**config.mk**
```make
export PLATFORM = sky130hd
export DESIGN_NAME = fetch_flat
export DESIGN_NICKNAME = d
export VERILOG_FILES = /design/src/rtl/fetch_if.sv /design/src/rtl/fetch.sv /design/src/flat_wrapper.sv
export SDC_FILE = /design/constraint.sdc
export NUM_CORES = 1
export LEC_CHECK = 0
export CORE_AREA = 3 3 139 141
export DETAILED_ROUTE_END_ITERATION = 12
export DIE_AREA = 0 0 142 144
export GPL_ROUTABILITY_DRIVEN = 0
export HOLD_SLACK_MARGIN = 0.02
export PLACE_DENSITY = 0.76
export SYNTH_ARGS = -nofsm -noshare
export SYNTH_HDL_FRONTEND = slang
export SYNTH_SLANG_ARGS = --single-unit
export TNS_END_PERCENT = 100
```
**constraint.sdc**
```tcl
create_clock -name clk -period 2.6 [get_ports clk]
set_input_delay 0.26 -clock clk [delete_from_list [all_inputs] [get_ports clk]]
set_output_delay 0.26 -clock clk [all_outputs]
set_load 0.01 [all_outputs]
```
**src/rtl/fetch_if.sv**
```systemverilog
// Instruction-memory request/ready channel between the fetch stage and imem.
// The master side issues the address; the slave side answers with data and ready.
interface fetch_if #(
  parameter int N = 64
) ();
  logic         imem_req;
  logic [N-1:0] imem_addr;
  logic [31:0]  imem_rdata;
  logic         imem_ready;

  modport master (
    output imem_req,
    output imem_addr,
    input  imem_rdata,
    input  imem_ready
  );

  modport slave (
    input  imem_req,
    input  imem_addr,
    output imem_rdata,
    output imem_ready
  );
endinterface

```
**src/rtl/fetch.sv**
```systemverilog
// Instruction-fetch stage: PC register, imem request/ready handshake and IF/ID register.
// Priority each cycle: reset > redirect > stall > memory ready.
module fetch #(
  parameter int          N        = 64,
  parameter logic [N-1:0] RESET_PC = '0,
  parameter logic [31:0] NOP      = 32'hD503201F
) (
  input  logic         clk,
  input  logic         reset_n,
  input  logic         stall_F,
  input  logic         pcSrc_F,
  input  logic [N-1:0] pcBranch_F,
  fetch_if.master      imem,
  output logic [31:0]  instr_D,
  output logic [N-1:0] pc_D,
  output logic         valid_D
);

  typedef enum logic [1:0] {
    BOOT  = 2'd0,
    FETCH = 2'd1,
    WAIT  = 2'd2
  } state_t;

  localparam logic [N-1:0] PC_INC     = {{(N-3){1'b0}}, 3'b100};
  localparam logic [N-1:0] ALIGN_MASK = {{(N-2){1'b1}}, 2'b00};

  state_t       state_r, state_s;
  logic [N-1:0] pc_r, pc_s;
  logic [N-1:0] pc_d_r, pc_d_s;
  logic [31:0]  instr_r, instr_s;
  logic         valid_r, valid_s;
  logic         req_r, req_s;

  // Next-state, next-PC and IF/ID update; everything holds unless a rule below fires.
  always_comb begin
    state_s = state_r;
    pc_s    = pc_r;
    pc_d_s  = pc_d_r;
    instr_s = instr_r;
    valid_s = valid_r;
    if (pcSrc_F) begin
      // Redirect wins over stall and ready; any returning data is dropped.
      state_s = FETCH;
      pc_s    = pcBranch_F & ALIGN_MASK;
      instr_s = NOP;
      pc_d_s  = {N{1'b0}};
      valid_s = 1'b0;
    end else begin
      case (state_r)
        BOOT: begin
          state_s = FETCH;
        end
        FETCH, WAIT: begin
          if (stall_F) begin
            state_s = state_r;
          end else if (req_r && imem.imem_ready) begin
            state_s = FETCH;
            pc_s    = pc_r + PC_INC;
            instr_s = imem.imem_rdata;
            pc_d_s  = pc_r;
            valid_s = 1'b1;
          end else begin
            state_s = WAIT;
          end
        end
        default: begin
          state_s = BOOT;
        end
      endcase
    end
    req_s = (state_s != BOOT);
  end

  // State, PC, request and IF/ID registers.
  always_ff @(posedge clk or negedge reset_n) begin
    if (!reset_n) begin
      state_r <= BOOT;
      pc_r    <= RESET_PC;
      req_r   <= 1'b0;
      instr_r <= NOP;
      pc_d_r  <= {N{1'b0}};
      valid_r <= 1'b0;
    end else begin
      state_r <= state_s;
      pc_r    <= pc_s;
      req_r   <= req_s;
      instr_r <= instr_s;
      pc_d_r  <= pc_d_s;
      valid_r <= valid_s;
    end
  end

  assign imem.imem_req  = req_r;
  assign imem.imem_addr = pc_r;
  assign instr_D        = instr_r;
  assign pc_D           = pc_d_r;
  assign valid_D        = valid_r;

endmodule

```
**src/flat_wrapper.sv**
```systemverilog
// flat-port wrapper written by rule: the top's interface ports become plain ports
module fetch_flat 
#(
  parameter int          N        = 64,
  parameter logic [N-1:0] RESET_PC = '0,
  parameter logic [31:0] NOP      = 32'hD503201F
)
  (clk, reset_n, stall_F, pcSrc_F, pcBranch_F, instr_D, pc_D, valid_D, imem_imem_req, imem_imem_addr, imem_imem_rdata, imem_imem_ready);
  fetch_if #(.N(N)) imem_i ();
  input  logic clk;
  input  logic reset_n;
  input  logic stall_F;
  input  logic pcSrc_F;
  input  logic [N-1:0] pcBranch_F;
  output logic [31:0] instr_D;
  output logic [N-1:0] pc_D;
  output logic valid_D;
  output wire logic [$bits(imem_i.imem_req)-1:0] imem_imem_req;
  output wire logic [$bits(imem_i.imem_addr)-1:0] imem_imem_addr;
  input wire logic [$bits(imem_i.imem_rdata)-1:0] imem_imem_rdata;
  input wire logic [$bits(imem_i.imem_ready)-1:0] imem_imem_ready;
  assign imem_imem_req = imem_i.imem_req;
  assign imem_imem_addr = imem_i.imem_addr;
  assign imem_i.imem_rdata = imem_imem_rdata;
  assign imem_i.imem_ready = imem_imem_ready;
  fetch #(.N(N), .RESET_PC(RESET_PC), .NOP(NOP)) u_core (.clk(clk), .reset_n(reset_n), .stall_F(stall_F), .pcSrc_F(pcSrc_F), .pcBranch_F(pcBranch_F), .imem(imem_i), .instr_D(instr_D), .pc_D(pc_D), .valid_D(valid_D));
endmodule
```
==> metrics.md <==
| Metric | Value |
|---|---|
| Net Sw Power | `1.98 mW` |
| Sequential power share | `0.403` |
| Starting Density | `0.408` |
| DR iter-0 viols | `540` |
| CTS H-tree lvls | `4` |
| Required @ worst endpoint | `2.94 ns` |
| Hold_ws | `0.275 ns` |
| Drt drc | `0` |
| Xor and xnor area share after synthesis | `0.0451` |
| Crit. Startpoint | `u_core.state_r[1]$_DFF_PN0_` |
| Syn. warnings | `0` |
| Worst-Margin Slew | `0.871 ns` |
| Final Max Slew Viols | `0` |
| Largest family of logic cells by synthesized area | `simple AND/OR/NAND/NOR gates` |
| Detail Route Antenna Nets | `0` |
| First-pass GRT wire length | `38500 um` |
| Crit path launch type | `flop` |
| Yosys reg bits | `161` |
| Clock Power Share | `0.379` |
| Clock Sinks | `161` |
| Die area | `0.0204 sq mm` |
| Clock root buffer | `clkbuf_16` |
| Mean post-synth cell area | `10.6 sq um` |
| DIE WIDTH | `142 um` |
| Synth Cell Area | `0.00738 sq mm` |
| Nets | `1104` |
| Final worst path period need | `2.48 ns` |
| Synth top cells by count | `148 x dfrtp_1, 75 x nand2_1, 74 x a22o_1, 55 x o21ai_0, 40 x clkbuf_1` |
| Post-DP HPWL | `18200 um` |
| Worst r2r dst | `u_core.imem.imem_addr[53]$_DFFE_PN0P_` |
| Post-synthesis simple-gate area fraction | `0.191` |
| Reg2Reg Depth | `8` |
| Sw frac | `0.270` |
| CP arrival | `2.82 ns` |
| End of the critical path | `u_core.imem.imem_addr[53]$_DFFE_PN0P_` |
| Total Neg Setup Slack | `0 ns` |
| RSZ-0062 raised after global routing | `no` |
| Adder-cell share of the synthesized area | `0.00508` |
| Number of flops mapped to enable cells by yosys | `0` |
| Worst Setup End Kind | `flop` |
| Worst Path Max Fanout | `6` |
| First-pass DRT Iterations | `5` |
| Post-synthesis sequential area ratio | `0.548` |
| Slew margin rel. | `0.418` |
| Share of layout cells above drive strength 1 | `0.131` |
| LEAKAGE | `4.69 nW` |
| Non-Filler Instances | `1242` |
| Gr ovfl total | `0` |
| GRT Overall Usage | `0.240` |
| Logic gate share of total power | `0.218` |
| # Max-Cap Violations | `0` |
| Status | `finished clean` |
| Initial antenna violation count | `0` |
| Post-synthesis mux area share | `0.00424` |
| Crit path kind | `flop to flop` |
| Post-DR wirelength/cell | `19.7 um` |
| Final-report hold violation count | `0` |
| Diode count | `0` |
| Total number of vias | `6974` |
| Hold Crit Class | `input pin to async pin` |
| Reg-to-reg setup timing slack | `0.12 ns` |
| Synth cell types | `51` |
| RR Startpoint | `u_core.state_r[1]$_DFF_PN0_` |
| Max clock buf depth | `2` |
| Overall power | `7.36 mW` |
| Async S/R FF share, synth | `1.00` |
| Vias/cell | `5.62` |
| Area grow syn2layout | `53.8%` |
| I/O pin cnt | `263` |
| Vias in the first global route | `6931` |
| Ys flop type | `dfrtp_1` |
| Compound-gate portion of the synthesized area | `0.175` |
| Final clock skew | `0.00581 ns` |
| VDD IR-drop max | `0.000484 V` |
| Row count | `49` |
| Largest area contributor in the netlist | `dfrtp_1` |
| CTS clock-pin slew for the worst setup and hold paths | `0.06 ns` |
| Clock latency on the worst-skew pair | `0.42 ns` |
| Die Y | `144 um` |
| Count leader, synth | `dfrtp_1` |
| P_int | `5.38 mW` |
| WL final | `24500 um` |
| Core area | `0.0181 sq mm` |
| Share of the synthesized area in the top cell type | `0.502` |
| Final setup viols | `0` |
| Cells after synthesis | `699` |
| P per Cell Area | `648 mW/mm^2` |
| Total CTS buffers | `17` |
| Largest net degree at the start of global routing | `78` |
| Number of port buffers | `258` |
| CTS tree | `built` |
| Final period util | `0.954` |
| FMAX | `403 MHz` |
| Synth top area cells | `dfrtp_1 50%, a22o_1 8.8%, dfstp_2 4.6%` |
| Inst Count DP | `1208` |
[final cells by class]
cell class | count | area (sq um)
clock buffer | 20 | 457
clock inverter | 12 | 206
inverter | 10 | 37.5
multi-input combinational | 482 | 3160
timing repair buffer | 328 | 3160
tap | 229 | 287
sequential | 161 | 4050
fill | 1478 | 6740
[cells by family after synthesis]
kind of cell / count (synthesis)
and+or+nand+nor: 259
AOI/OAI and AO/OA: 177
buffers and inverters: 57
other: 1
muxes: 3
adders and majority gates: 3
xor gates and xnor gates: 38
DFF: 161
[power by group through the flow]
stage,logic [mW],clock network (mW),registers [mW]
after floorplan,0.483,0,3.12
after global placement,1.58,0,3.00
after detailed placement,1.60,0,3.01
after CTS,1.61,2.84,2.96
after global routing,1.73,2.96,3.00
final,1.61,2.79,2.97
[metal layers]
layer | global-route usage | up-vias | share of wire
li1 | - | 3211 | -
met1 | 0.315 | 3403 | 0.41
met2 | 0.390 | 318 | 0.48
met3 | 0.0704 | 42 | 0.089
met4 | 0.0677 | 0 | 0.018
met5 | 0 | - | 0
[state kept, by name, summed over array words and instances, names as in the netlist]
name                   flops
u_core.imem.imem_addr     62
u_core.imem.imem_req       1
u_core.instr_D            32
u_core.pc_D               63
u_core.state_r             2
u_core.valid_D             1
[worst max-delay path: stages (launching register included)]
cell and delay (ns):
dfrtp_1 0.36, inv_2 0.06, ha_4 0.26, nand4b_1 0.14, or4_4 0.55, buf_6 0.15
or3_2 0.41, or3_1 0.32, a31oi_1 0.14
[worst min-delay path by stage]
| stage | from | endpoint | depth (start not counted) |
|---|---|---|---|
| 6_report | reset_n | u_core.instr_D[9]$_DFFE_PN0P_ | 2 |
| 5_1_grt | reset_n | u_core.instr_D[9]$_DFFE_PN0P_ | 2 |
| 4_1_cts | reset_n | u_core.instr_D[9]$_DFFE_PN0P_ | 2 |
| 3_5_place_dp | reset_n | u_core.instr_D[9]$_DFFE_PN0P_ | 1 |
| 3_3_place_gp | reset_n | u_core.instr_D[9]$_DFFE_PN0P_ | 1 |
| 2_1_floorplan | reset_n | u_core.imem.imem_addr[10]$_DFFE_PN0P_ | 0 |
[metrics by stage]
stage	utilization	worst slack [ns]	area, sq um
2_1_floorplan	-	0.0181	7400
3_3_place_gp	0.589	-0.0506	10600
3_5_place_dp	0.589	-0.0910	10600
4_1_cts	0.626	0.0175	11300
5_1_grt	0.628	0.00585	11400
6_report	0.628	0.120	11400
[placed cells by master, fill, tap and decap left out, types with 4 or more instances in the layout]
master / count
clkbuf_16: 17
xor2_1: 18
o311ai_0: 4
o21ai_0: 54
and3_1: 13
inv_1: 9
and2_1: 4
nor2_1: 27
clkdlybuf4s50_1: 256
o22a_1: 13
nor4_1: 9
nor2b_1: 5
and4_1: 8
nand3_1: 33
buf_12: 4
nand2_1: 75
o211ai_1: 5
clkinv_4: 5
o31ai_1: 6
nor3_1: 10
dfrtp_1: 148
or4_1: 9
a31oi_1: 11
xnor2_1: 20
nand4_1: 33
dfstp_2: 13
buf_4: 64
a22o_1: 74
nand2b_1: 4
or3_1: 10
bufinv_16: 5
[repair_timing]
item / CTS / global route
buffers inserted: 0 / 1
endpoints found under the hold margin: 28 / 0
setup endpoints to repair: 2 / 7
pin swaps: 0 / 2
gates resized for setup: 1 / 6
hold buffers: 1 / 0
(Power assumes the default switching activity.)
